`src/rtl/guess_tracker_pkg.sv`:
```
// mm_pkg: shared round-state and guess-result encodings for the Memory Matrix tracker.
package mm_pkg;
   typedef enum logic [1:0] {
      ST_IDLE = 2'b00,
      ST_PLAY = 2'b01,
      ST_WIN  = 2'b10,
      ST_LOSE = 2'b11
   } state_t;
   typedef enum logic [1:0] {
      RES_MISS   = 2'b00,
      RES_HIT    = 2'b01,
      RES_REPEAT = 2'b10,
      RES_BADIDX = 2'b11
   } res_t;
endpackage

```
`src/rtl/guess_counter.sv`:
```
// guess_counter: loadable saturating down-counter holding the remaining miss budget.
module guess_counter #(
   parameter int CNT_W = 8
) (
   input  logic             clk,
   input  logic             reset,
   input  logic             load,
   input  logic [CNT_W-1:0] load_val,
   input  logic             dec,
   output logic [CNT_W-1:0] count,
   output logic             zero
);
   assign zero = count == '0;
   always_ff @(posedge clk or negedge reset) begin
      if (!reset) count <= '0;
      else if (load) count <= load_val;
      else if (dec && !zero) count <= count - CNT_W'(1);
   end
endmodule

```
`src/rtl/guess_tracker.sv`:
```
// guess_tracker: one Memory Matrix round - latched board, found tiles, miss budget, round FSM.
module guess_tracker
   import mm_pkg::*;
#(
   parameter int BOARD_W = 25,
   parameter int IDX_W   = 5,
   parameter int CNT_W   = 8
) (
   input  logic               clk,
   input  logic               reset,
   input  logic               start,
   input  logic [BOARD_W-1:0] board,
   input  logic [CNT_W-1:0]   guess_limit,
   input  logic               guess_valid,
   input  logic [IDX_W-1:0]   guess_idx,
   output logic               guess_ready,
   output logic               res_valid,
   output logic [1:0]         res_code,
   output logic [BOARD_W-1:0] found_mask,
   output logic [CNT_W-1:0]   hits,
   output logic [CNT_W-1:0]   remaining,
   output logic [1:0]         state
);
   localparam logic [IDX_W:0] IDX_LIMIT = (IDX_W+1)'(BOARD_W);
   state_t             state_q, state_d;
   res_t               code, res_code_q;
   logic [BOARD_W-1:0] board_q, found_q, found_d, sel;
   logic [CNT_W-1:0]   hits_q;
   logic               res_valid_q, idx_ok, on_board, already, accept, hit, miss, last_miss, rem_zero;
   // A one-hot select keeps out-of-range indices harmless: the shift simply yields zero.
   assign sel       = BOARD_W'(1) << guess_idx;
   assign idx_ok    = {1'b0, guess_idx} < IDX_LIMIT;
   assign on_board  = |(board_q & sel);
   assign already   = |(found_q & sel);
   assign code      = !idx_ok ? RES_BADIDX : !on_board ? RES_MISS : already ? RES_REPEAT : RES_HIT;
   assign accept    = guess_valid && state_q == ST_PLAY && !start;
   assign hit       = accept && code == RES_HIT;
   assign miss      = accept && code == RES_MISS;
   assign found_d   = hit ? (found_q | sel) : found_q;
   assign last_miss = miss && remaining <= CNT_W'(1);
   guess_counter #(.CNT_W(CNT_W)) u_remaining (
      .clk      (clk),
      .reset    (reset),
      .load     (start),
      .load_val (guess_limit),
      .dec      (miss),
      .count    (remaining),
      .zero     (rem_zero)
   );
   always_comb begin
      state_d = state_q;
      if (start) state_d = board == '0 ? ST_WIN : guess_limit == '0 ? ST_LOSE : ST_PLAY;
      else if (accept) state_d = found_d == board_q ? ST_WIN : last_miss ? ST_LOSE : ST_PLAY;
   end
   always_ff @(posedge clk or negedge reset) begin
      if (!reset) state_q <= ST_IDLE;
      else state_q <= state_d;
   end
   always_ff @(posedge clk or negedge reset) begin
      if (!reset) begin
         board_q     <= '0;
         found_q     <= '0;
         hits_q      <= '0;
         res_valid_q <= 1'b0;
         res_code_q  <= RES_MISS;
      end else begin
         res_valid_q <= accept;
         if (start) begin
            board_q <= board;
            found_q <= '0;
            hits_q  <= '0;
         end else if (accept) begin
            found_q    <= found_d;
            res_code_q <= code;
            if (hit) hits_q <= hits_q + CNT_W'(1);
         end
      end
   end
   assign guess_ready = state_q == ST_PLAY;
   assign res_valid   = res_valid_q;
   assign res_code    = res_code_q;
   assign found_mask  = found_q;
   assign hits        = hits_q;
   assign state       = state_q;
endmodule

```
`config.mk`:
```
export PLATFORM = sky130hd
export DESIGN_NAME = guess_tracker
export DESIGN_NICKNAME = d
export VERILOG_FILES = /design/src/rtl/guess_tracker_pkg.sv /design/src/rtl/guess_counter.sv /design/src/rtl/guess_tracker.sv
export SDC_FILE = /design/constraint.sdc
export NUM_CORES = 1
export LEC_CHECK = 0
export BUFFER_PORTS_ARGS = -buffer_cell sky130_fd_sc_hd__clkbuf_2
export CORE_ASPECT_RATIO = 1.4
export CORE_MARGIN = 2
export CORE_UTILIZATION = 56
export DETAILED_ROUTE_END_ITERATION = 10
export MAX_ROUTING_LAYER = met4
export PLACE_DENSITY = 0.81
export SYNTH_ARGS = -nofsm -noshare
export SYNTH_HDL_FRONTEND = slang
export SYNTH_SLANG_ARGS = --single-unit
```
`constraint.sdc`:
```
create_clock -name clk -period 2.9 [get_ports clk]
set_input_delay 0.58 -clock clk [delete_from_list [all_inputs] [get_ports clk]]
set_output_delay 0.58 -clock clk [all_outputs]
set_load 0.05 [all_outputs]
```
### Yosys cells after proc, flatten, opt, wreduce, memory -nomap -nowiden

Cells that the tools add are included.
W data, S select, Z words.

* register bits: 71
* input port bits: 42
* output and inout port bits: 47
* word-level logic and storage cells: 55

* add/subtract/negate cells: 2
* magnitude comparators: 2
* eq/ne operators: 3
* shift-type cells: 1
* multiplexer cells: 17
* bitwise operators: 4
* reduce and logical (&&, ||, !) cells: 19

Operators by type and width (count)
* $mux W25: 3
* $and A25 B25 Y25: 2
* $reduce_or A25 Y1: 2
* $mux W8: 5
* $eq A25 B25 Y1: 1
* $logic_not A25 Y1: 1
* $or A25 B25 Y25: 1
* $shl A1 B5 Y25 const A: 1
* $mux W2: 9
* $logic_not A8 Y1: 2
* $add A8 B1 Y8 const B: 1
* $le A8 B1 Y1 const B: 1
* $sub A8 B1 Y8 const B: 1
* $logic_and A1 B1 Y1: 6
* $reduce_bool A2 Y1: 3
* $lt A5 B5 Y1 const B: 1
* $eq A2 B1 Y1 const B: 2
* $reduce_and A2 Y1: 2
* $logic_not A1 Y1: 2
* $logic_not A2 Y1: 1
* $not A1 Y1: 1

### Depth between registers and ports, before layout

Gate-level depths: netlist of run 1.

* word-level depth: 13
* gate-level depth with buffers: 12
* mapped depth without buffers: 8

### Hierarchy

From an unflattened synthesis of run 1, not the netlist that was laid out.

* cell total of the unflattened synthesis: 495
* area total of the unflattened synthesis: 4443.0 um^2

Modules (own cells, without submodules)
* guess_tracker: times used 1, cells each 437, area an instance 3915.0 um^2, seq. area each 1576.5 um^2
* guess_counter: times used 1, cells each 58, area an instance 528.0 um^2, seq. area each 200.2 um^2

### Worst setup path after synthesis of run 1

Ideal clock, no wire load.

* path kind: input -> register
* start point: in guess_idx[0]
* end point: reg state_q[1] (netlist: state[1])
* library setup time: 0.129 ns
* arrival: 2.611 ns
* data required time: 2.771 ns
* setup slack: 0.160 ns
* stages: 9
* path buffers: 1
* path through: buf_6 > mux4_2 > nand2b_1 > nand3_1 > nand4b_2 > a2111oi_2 > o21ai_1 > and3_1 > o41a_1

* cells in the longest elaborated chain, start to end: 13
* elaborated cells between the ends (all ways): 21
* classes of those cells: order compare: 1; eq/ne: 2; shift: 1; mux: 8; bitwise: 3; reduce/logical: 6

Ends and longest elaborated chain
* from (decl): line guess_tracker.sv:15 `input logic [IDX_W-1:0] guess_idx,`
* $shl A1 B5 Y25: line guess_tracker.sv:31 `assign sel = BOARD_W'(1) << guess_idx;`
* $and A25 B25 Y25: line guess_tracker.sv:34 `assign already = |(found_q & sel);`
* $reduce_or A25 Y1: line guess_tracker.sv:34
* $mux W2 (3 in series): line guess_tracker.sv:35 `assign code = !idx_ok ? RES_BADIDX : !on_board ? RES_MISS : already ? RES_REPEAT : RES_HIT;`
* $eq A2 B1 Y1 or $logic_not A2 Y1 (tied branches): line guess_tracker.sv:37, guess_tracker.sv:38
* $logic_and A1 B1 Y1, on equally long branches: line guess_tracker.sv:37, guess_tracker.sv:38
* $mux W25 or $logic_and A1 B1 Y1 (tied branches): line guess_tracker.sv:39, guess_tracker.sv:40
* $eq A25 B25 Y1 or $mux W2 (tied branches): line guess_tracker.sv:53 `else if (accept) state_d = found_d == board_q ? ST_WIN : last_miss ? ST_LOSE : ST_PLAY;`
* $mux W2 (*) (2 in series): line guess_tracker.sv:53
* $mux W2 (*): line guess_tracker.sv:52 `if (start) state_d = board == '0 ? ST_WIN : guess_limit == '0 ? ST_LOSE : ST_PLAY;`
* to (signal assigned): line guess_tracker.sv:57 `else state_q <= state_d;`
* to (decl): line guess_tracker.sv:25 `state_t state_q, state_d;`

Mark *: on every way between the ends. The rest lies on a longest branch, timed or not. The select of a mux whose other input is x is not followed.
A chain may end at the register's enable or synchronous reset.

### Worst setup path in the final report of run 1

* start point: in guess_idx[2]
* end point: reg state_q[1] (netlist: state[1])

The elaborated chain is that of the path after synthesis.

==> results of run 1 <==
## placed cells by master (no fill, tap or decap), types with 16 or more instances in the layout
| master | count |
|---|---|
| buf_4 | 61 |
| clkbuf_2 | 85 |
| dfrtp_1 | 71 |
| inv_1 | 31 |
| mux2_2 | 22 |
| nand2_1 | 47 |
| nand2b_1 | 19 |
| nand3_1 | 16 |
| nor2_1 | 22 |
| o21ai_0 | 18 |
| o22ai_1 | 25 |
## timing repair
action,4_1_cts,5_1_grt
setup endpoints to repair,0,6
gates resized for setup,0,12
buffers inserted,0,2
## layer usage
metal,vias to the layer above,share of wire [%]
li1,2035,-
met1,2252,37
met2,292,51
met3,76,6.9
met4,0,5.5
met5,-,0
## worst paths after layout
| path | start | end | slack, ns |
|---|---|---|---|
| worst max-delay path | guess_idx[2] | state[1] | 0.13 |
| min in group clk | guess_limit[2] | u_remaining.count[2] | 0.44 |
| worst max register to register | found_mask[10] | state[0] | 0.25 |
| worst min-delay path | reset | found_mask[12] | 0.28 |
| max in group asynchronous | reset | hits[2] | 1.94 |
| worst min register to register | hits[7] | hits[7] | 0.50 |
## worst reg2reg max path, stage by stage, from the launching register on
cell       delay [ns]
dfrtp_1          0.45
mux4_2           0.47
nand2b_1         0.16
nand3_1          0.17
nand4b_2         0.17
buf_4            0.18
a21o_2           0.19
a2111oi_0        0.40
and3_1           0.26
a211oi_1         0.08
## Yosys cell counts, drive strengths merged (7+ instances only)
master	count
nand4	13
nand2	49
nand3	16
clkbuf	9
a31oi	10
o21ai	22
o22ai	25
nand2b	19
nor2	24
a21oi	15
nor2b	7
mux2	25
buf	15
xor2	8
nor4	16
and3	7
inv	31
dfrtp	71
## registers in the layout (all words and copies together), names as in the netlist
| register | flops |
|---|---|
| board_q | 25 |
| found_mask | 25 |
| hits | 8 |
| res_code | 2 |
| res_valid | 1 |
| state | 2 |
| u_remaining.count | 8 |
## where the power goes
group | switching (mW) | internal (mW) | leakage (nW)
Combinational | 0.359 | 0.218 | 1.53
Sequential | 0.0799 | 1.05 | 0.911
Clock | 0.393 | 0.573 | 0.114
## cell type report
cell class | instances | area share [%]
clock buffers | 11 | 2.36
clock inverters | 5 | 1.91
inverters | 31 | 2.09
multi-input cells | 347 | 42.6
flip-flops and latches | 71 | 31.9
well taps | 100 | 2.25
repair buffers | 151 | 16.9
## through the flow
step / setup TNS [ns] / cell area [sq um] / cells
finish: 0 / 5570 / 716
global route: 0 / 5570 / 716
CTS: 0 / 5510 / 714
detailed placement: -3.01 / 5280 / 698
global placement: -1.60 / 5280 / 698
floorplan: 0 / 4400 / 474
## cell families after synthesis
| logic type | count (synthesis) | synth area share [%] |
|---|---|---|
| xor gates and xnor gates | 9 | 1.79 |
| buffers and inverters | 56 | 6.28 |
| adders and majority gates | 4 | 1.14 |
| muxes | 32 | 8.36 |
| AOI/OAI and AO/OA | 114 | 17.9 |
| DFF | 71 | 40.4 |
| and+or+nand+nor | 188 | 24.2 |
==> impl_results.md, run 1 <==
- CTS tree: done
- Synth top area cells: dfrtp_1 40%, mux2_2 5.6%, nand2_1 4.0%
- Dpl hpwl: 12.5 mm
- Grt met2 use: 68.8%
- WHS: 0.283 ns
- Fillers: 599
- Port bufs: 88
- Pre-CTS setup slack: -0.328 ns
- Max Buffers Root-to-Sink: 2
- Hold crit path type: in2async
- Worst-Skew Late Latency: 0.36 ns
- # DRC: 0
- Static leakage: 2.56 nW
- Vias in the first global route: about 4500
- Cell with the largest stage delay on the worst path: mux2_1
- Placer Congestion: 1.02
- Final Setup Violations: 0
- First-pass GRT wire length: 24.8 mm
- Die width: roughly 79 um
- Ports: 89
- Multi-input logic area: ~2400 sq um
- CTS Sinks: 71
- Setup CP Type: in2reg
- Initial antenna violation count: 0
- Synth Register Bits: 71
- Sequential share of the synthesized area: between 40% and 50%
- Net count, final: 657
- CTS H-tree lvls: 3
- Core footprint: 7700 sq um
- Worst Setup Start Kind: input pin
- Top delay family on crit path: compound AO/OA/AOI/OAI gates
- Initial core utilization: 57.1%
- Area growth syn-to-layout: 26.6%
- Max-Cap Viols: 0
- GR Util met1: 46.3%
- Ant. Diodes: 0
- Largest net degree at the start of global routing: 71
- Syn_nets: 520
- Outcome: complete, no violations
- Clock Skew: 0.00878 ns
- Fin crit period: ~2.8 ns
- Max VDD drop: between 0.0003 and 0.0004 V
- Cell breakdown of the critical path: clkbuf_2 > buf_12 > mux2_1 > a22oi_2 > o22ai_1 > nor4_4 > buf_4 > a2111oi_4 > o32a_1 > and3_1 > o41a_1
- Initial DRT Pass Iterations: 6
- Setup crit end kind: register
- GRT Util Overall: roughly two fifths
- Fin crit share: between 90% and 100%
- Power, Total: 2.67 mW
- Layer with the highest usage: met2
- Cells after synthesis: 474
- Register Area: 1780 sq um
- Routed wire length: about 16 mm
- Top cell type's share of synthesized area: between 40 and 50%
- Max stage delay on crit path: 0.37 ns
- Synthesized area per cell: between 9 and 10 sq um
- Yosys cell types: between 70 and 80
- Die height: between 100 and 150 um
- Die area: 8590 sq um
- Crit path DAT: between 3 and 4 ns
- Mapped cell area: 4400 sq um
- Crit path required time: 3.14 ns
- CTS Root Cell: clkbuf_8
- Final core utilization: 72.3%
- Max Slew Vio Count: 0
- Critical path buffers and inverters: 3
- Crit path depth: 11
- Cell Rows: 38
- Antenna viol nets, final: 0
- Max-slew headroom: 48.6%
- Area leader, netlist: dfrtp_1
- Primary FF master, synth: dfrtp_1
- P per Cell Area: around 480 nW/um^2
- Reg2Reg Depth: 9
- Least-Margin Pin Slew: 0.771 ns
- 1st-iter DRT viols: ~440
- FFs w/ async S/R, synth: 100%
- Number of vias per cell: 6.50
- Hold Buf Count CTS: 0
- Via Count: around 4700
- DR WL/cell: 22.6 um
- Met3 Usage GRT: 5.63%
- Setup WS post-layout: approximately 0.13 ns
- RSZ-0062 raised after global routing: false
- GR Overflow Total: 0
- Fmax: 0.360 GHz
- Ys Warns: 0
- Final Hold Viols: 0
- Total CTS buffers: 9
- Share of cells above drive strength 1: 33.4%
- Crit path max fanout: 19
- EDFF count, synth: 0
- Clock Pin Slew Worst Setup and Hold Paths: 0.08 ns
No activity file was read; power rests on OpenSTA's default activity.
==> run 2: changes to the inputs <==
Settings changed: CORE_MARGIN 2 to default, CTS_CLUSTER_DIAMETER from default to 150.
==> impl_results.md, run 2 (synthesis gave the netlist of run 1 again) <==
- Worst-Skew Late Latency: 0.36 ns (about the same)
- Area growth syn-to-layout: 27.8%
- Core footprint: 7500 sq um (-2.6%)
- Hold crit path type: in2async
- Post-route cell area: 5630 sq um (+0.99%)
- Reg2reg start: board_q[19]
- Port bufs: 88 (unchanged)
- Crit path required time: 3.14 ns (about the same)
- Die height: 107 um (-1.8%)
- DR WL/cell: 22.3 um (-1.2%)
- Net count, final: 670 (+2.0%)
- Most frequent cells in the layout: 86 x clkbuf_2, 71 x dfrtp_1, 71 x buf_4
- Final Setup Violations: 0 (unchanged)
- RSZ-0062 raised after global routing: false
- Clock Pin Slew Worst Setup and Hold Paths: 0.08 ns (about the same)
- Antenna viol nets, final: 0 (unchanged)
- CTS tree: done
- 1st-iter DRT viols: 446 (+1.6%)
- Clock Skew: 0.00938 ns (+0.000604 ns)
- Setup crit end kind: register
- Initial DRT Pass Iterations: 5 (-1)
- GR Overflow Total: 0 (unchanged)
- Share of cells above drive strength 1: 34.7% (+1.2 points)
- Cell Rows: 37 (-2.6%)
- Power, Total: 2.45 mW (-8.0%)
- Length of routed met3 wiring: 1.10 mm (-1.6%)
- Initial antenna violation count: 0 (unchanged)
- Cell with the largest stage delay on the worst path: nor4_4
- WHS: 0.164 ns (-0.118 ns)
- Pre-CTS setup slack: -0.254 ns (+0.0742 ns)
- Initial core utilization: 58.7% (+1.5 points)
- Worst Setup Start Kind: input pin
- Top delay family on crit path: compound AO/OA/AOI/OAI gates
- Critical path buffers and inverters: 3 (unchanged)
- Fmax: 0.354 GHz (-1.9%)
- Max Buffers Root-to-Sink: 2 (unchanged)
- Die area: 8220 sq um (-4.3%)
- # placed instances: 709 (+1.6%)
- First-pass GRT wire length: 24.9 mm (+0.42%)
- Ports: 89 (unchanged)
- Cell breakdown of the critical path: clkbuf_4 > buf_12 > mux2_1 > a22oi_2 > o22ai_2 > nor4_4 > a2111oi_2 > buf_4 > o32a_1 > and3_1 > o41a_1
- GRT Util Overall: 42.1% (+1.9 points)
- Max VDD drop: 0.000370 V (-3.4%)
- Placer Congestion: 1.07 (+4.8%)
- Max stage delay on crit path: 0.38 ns (about the same)
- Crit path max fanout: 10 (-9)
- Routed wire length: 16.2 mm (+0.19%)
- Dpl hpwl: 12.7 mm (+2.1%)
- Crit path depth: 11 (unchanged)
- DP Area: 5430 sq um (+2.9%)
- Vias in the first global route: 4705 (+3.8%)
- Max Slew Vio Count: 0 (unchanged)
- Non-filler cells, final: 726 (+1.4%)
- Largest net degree at the start of global routing: 71 (unchanged)
- Max-Cap Viols: 0 (unchanged)
- Fin crit period: 2.83 ns (+0.0536 ns)
- Commonest non-fill, non-tap cell in the layout: clkbuf_2
- CTS H-tree lvls: 3 (unchanged)
- Setup CP Type: in2reg
- Crit path DAT: 3.06 ns (+0.04 ns)
- Register-to-register setup slack: 0.19 ns (-0.06 ns)
- Top routing layer in use: met4
- Total CTS buffers: 9 (unchanged)
- # DRC: 0 (unchanged)
- P per Cell Area: 436 nW/um^2 (-8.9%)
- Final Hold Viols: 0 (unchanged)
- Static leakage: 2.61 nW (+2.0%)
- Setup WS post-layout: 0.0721 ns (-0.0536 ns)
- Final core utilization: 75.0% (+2.7 points)
- Die width: 76.9 um (-2.5%)
- Setup_tns: 0 ns (unchanged)
- Via Count: 4647 (-0.17%)
- WL met1: 6.00 mm (+0.74%)
- Ant. Diodes: 0 (unchanged)
- Fin crit share: 97.5% (+1.8 points)
- Number of vias per cell: 6.40 (-1.5%)
- CTS Root Cell: clkbuf_8
- Worst r2r dst: state[1]
- Least-Margin Pin Slew: 0.749 ns (-0.0215 ns)
- Max-slew headroom: 50.0% (+1.4 points)
- Reg2Reg Depth: 9 (unchanged)
- CTS Sinks: 71 (unchanged)
- Met2 wire length: 7.85 mm (-4.3%)
- Outcome: complete, no violations
## run 2: layout make-up
type                    count  area (sq um)
multi-input cells         347          2360
fillers                   607          1870
flip-flops and latches     71          1780
repair buffers            164          1080
clock buffers              13           159
well taps                  97           121
inverters                  31           116
clock inverters             3          17.5
## run 2: worst max-delay path by stage
stage,start,to
2_1_floorplan,guess_idx[0],state[1]
3_3_place_gp,guess_idx[2],state[1]
3_5_place_dp,guess_idx[2],state[1]
4_1_cts,guess_idx[2],state[1]
5_1_grt,guess_idx[2],state[1]
6_report,guess_idx[2],state[1]
## run 2: timing repair
| action | CTS | global route |
|---|---|---|
| hold buffers | 0 | 0 |
| gates resized for setup | 0 | 4 |
| setup buffers | 0 | 1 |
| endpoints found under the setup margin | 0 | 1 |
## run 2: power by group
group          internal, mW  switching (mW)
sequential             1.05          0.0806
clock                 0.355           0.380
combinational         0.232           0.362
total                  1.63           0.822
## run 2: layer usage
| layer | vias up | track usage (%) |
|---|---|---|
| li1 | 2057 | - |
| met1 | 2236 | 47.2 |
| met2 | 265 | 68.6 |
| met3 | 89 | 5.62 |
| met4 | 0 | 31.3 |
| met5 | - | - |
==> run 3: changes to the inputs <==
Settings changed: RECOVER_POWER from default to 50, SLEW_MARGIN from default to 20.
==> impl_results.md, run 3 (synthesis gave the netlist of run 1 again) <==
- Crit path required time: 3.13 ns (about the same)
- GRT Util Overall: 42.1% (unchanged)
- Max-slew headroom: 2.85% (-47 points)
- Ant. Diodes: 0 (unchanged)
- GR Overflow Total: 0 (unchanged)
- Routed wire length: 16.2 mm (-0.21%)
- Initial antenna violation count: 0 (unchanged)
- Least-Margin Pin Slew: 1.46 ns (+0.708 ns)
- Fin crit share: 98.1% (+0.59 points)
- Initial DRT Pass Iterations: 5 (unchanged)
- Ports: 89 (unchanged)
- CTS Root Cell: clkbuf_8
- Final Hold Viols: 0 (unchanged)
- Via Count: 4652 (+0.11%)
- Net count, final: 670 (unchanged)
- 1st-iter DRT viols: 486 (+9.0%)
- Cell Rows: 37 (unchanged)
- Die width: 76.9 um (unchanged)
- Setup crit end kind: register
- Area growth syn-to-layout: 27.2%
- First-pass GRT wire length: 24.9 mm (unchanged)
- Max Slew Vio Count: 0 (unchanged)
- Fmax: 0.351 GHz (-0.60%)
- Clock Skew: 0.00864 ns (-0.000742 ns)
- Max-Cap Viols: 0 (unchanged)
- Crit path DAT: 3.08 ns (+0.02 ns)
- Placer Congestion: 1.07 (unchanged)
- Core footprint: 7500 sq um (unchanged)
- Die height: 107 um (unchanged)
- Most frequent cells in the layout: 86 x clkbuf_2, 71 x dfrtp_1, 68 x buf_4
- Max VDD drop: 0.000371 V (+0.28%)
- Port bufs: 88 (unchanged)
- Dpl hpwl: 12.7 mm (unchanged)
- # DRC: 0 (unchanged)
- Final Setup Violations: 0 (unchanged)
- Largest net degree at the start of global routing: 71 (unchanged)
- Share of cells above drive strength 1: 33.9% (-0.79 points)
- Number of vias per cell: 6.41 (+0.11%)
- Pre-CTS setup slack: -0.254 ns (unchanged)
- Max Buffers Root-to-Sink: 2 (unchanged)
- Setup CP Type: in2reg
- Initial core utilization: 58.7% (unchanged)
- Vias in the first global route: 4705 (unchanged)
- Clock Pin Slew Worst Setup and Hold Paths: 0.08 ns (about the same)
- Total CTS buffers: 9 (unchanged)
- Fin crit period: 2.85 ns (+0.0171 ns)
- CTS tree: done
- Die area: 8220 sq um (unchanged)
- Static leakage: 2.59 nW (-0.86%)
- CTS Sinks: 71 (unchanged)
- P per Cell Area: 439 nW/um^2 (+0.51%)
- Worst Setup Start Kind: input pin
- Worst-Skew Late Latency: 0.36 ns (about the same)
- Hold crit path type: in2async
- Commonest non-fill, non-tap cell in the layout: clkbuf_2
- # placed instances: 709 (unchanged)
- Antenna viol nets, final: 0 (unchanged)
- Non-filler cells, final: 726 (unchanged)
- Outcome: complete, no violations
- CTS H-tree lvls: 3 (unchanged)
- RSZ-0062 raised after global routing: false
- Setup WS post-layout: 0.0550 ns (-0.0171 ns)
- DR WL/cell: 22.3 um (-0.21%)
- Crit path max fanout: 14 (+4)
-- run 3: cell types whose count changed in the layout (fill, tap and decap cells not counted) --
cell,before,now
buf_12,5,4
buf_4,71,68
clkbuf_1,2,7
buf_2,1,0
-- run 3: area by class of cell --
class                   count  area [sq um]
flip-flops and latches     71          1780
well taps                  97           121
fillers                   611          1900
clock buffers              13           159
clock inverters             3          17.5
inverters                  31           116
multi-input cells         347          2360
repair buffers            164          1050
-- run 3: critical path: stages --
cell and delay, ns:
clkbuf_2 0.24, buf_4 0.22, and3b_1 0.25, o22ai_1 0.10, nor4_1 0.29, buf_4 0.18, nand3_1 0.07, or4_1 0.42
a2111oi_0 0.36, and3_1 0.27, a211oi_1 0.09
-- run 3: through the flow --
| stage | setup TNS, ns | power (mW) | hold slack, ns | cell area (sq um) | utilization (%) |
|---|---|---|---|---|---|
| floorplan | 0 | 1.45 | 0.284 | 4400 | - |
| global placement | -0.552 | 1.70 | 0.475 | 5430 | 72.4 |
| detailed placement | -1.66 | 1.72 | 0.496 | 5430 | 72.4 |
| CTS | 0 | 2.44 | 0.174 | 5600 | 74.7 |
| global route | 0 | 2.53 | 0.458 | 5600 | 74.6 |
| finish | 0 | 2.45 | 0.371 | 5600 | 74.6 |
-- run 3: power by group --
group	total, mW	switching, mW	internal [mW]
clock	0.738	0.383	0.355
combinational	0.590	0.362	0.228
sequential	1.13	0.0808	1.05
-- run 3: layer usage --
metal,GRT usage (%),up-vias,share of wire (%)
met2,68.6,279,49
met1,47.2,2233,37
met4,31.3,0,7.1
li1,-,2057,-
met3,5.62,83,6.5
met5,-,-,0
-- run 3: worst paths after layout --
kind                                    from           to  slack (ns)  cells after the start
worst max register to register   board_q[19]     state[1]        0.18                      9
worst min register to register       hits[7]      hits[7]        0.51                      1
min in group clk                    board[9]   board_q[9]        0.45                      3
max in group asynchronous              reset      hits[5]        1.06                      2
worst max-delay path            guess_idx[1]     state[0]        0.05                     11
worst min-delay path                   reset  board_q[13]        0.37                      1
-- run 3: repair_timing --
action	4_1_cts	5_1_grt
hold buffers	0	0
endpoints found under the setup margin	0	1
setup buffers	0	1
resized for setup	0	4
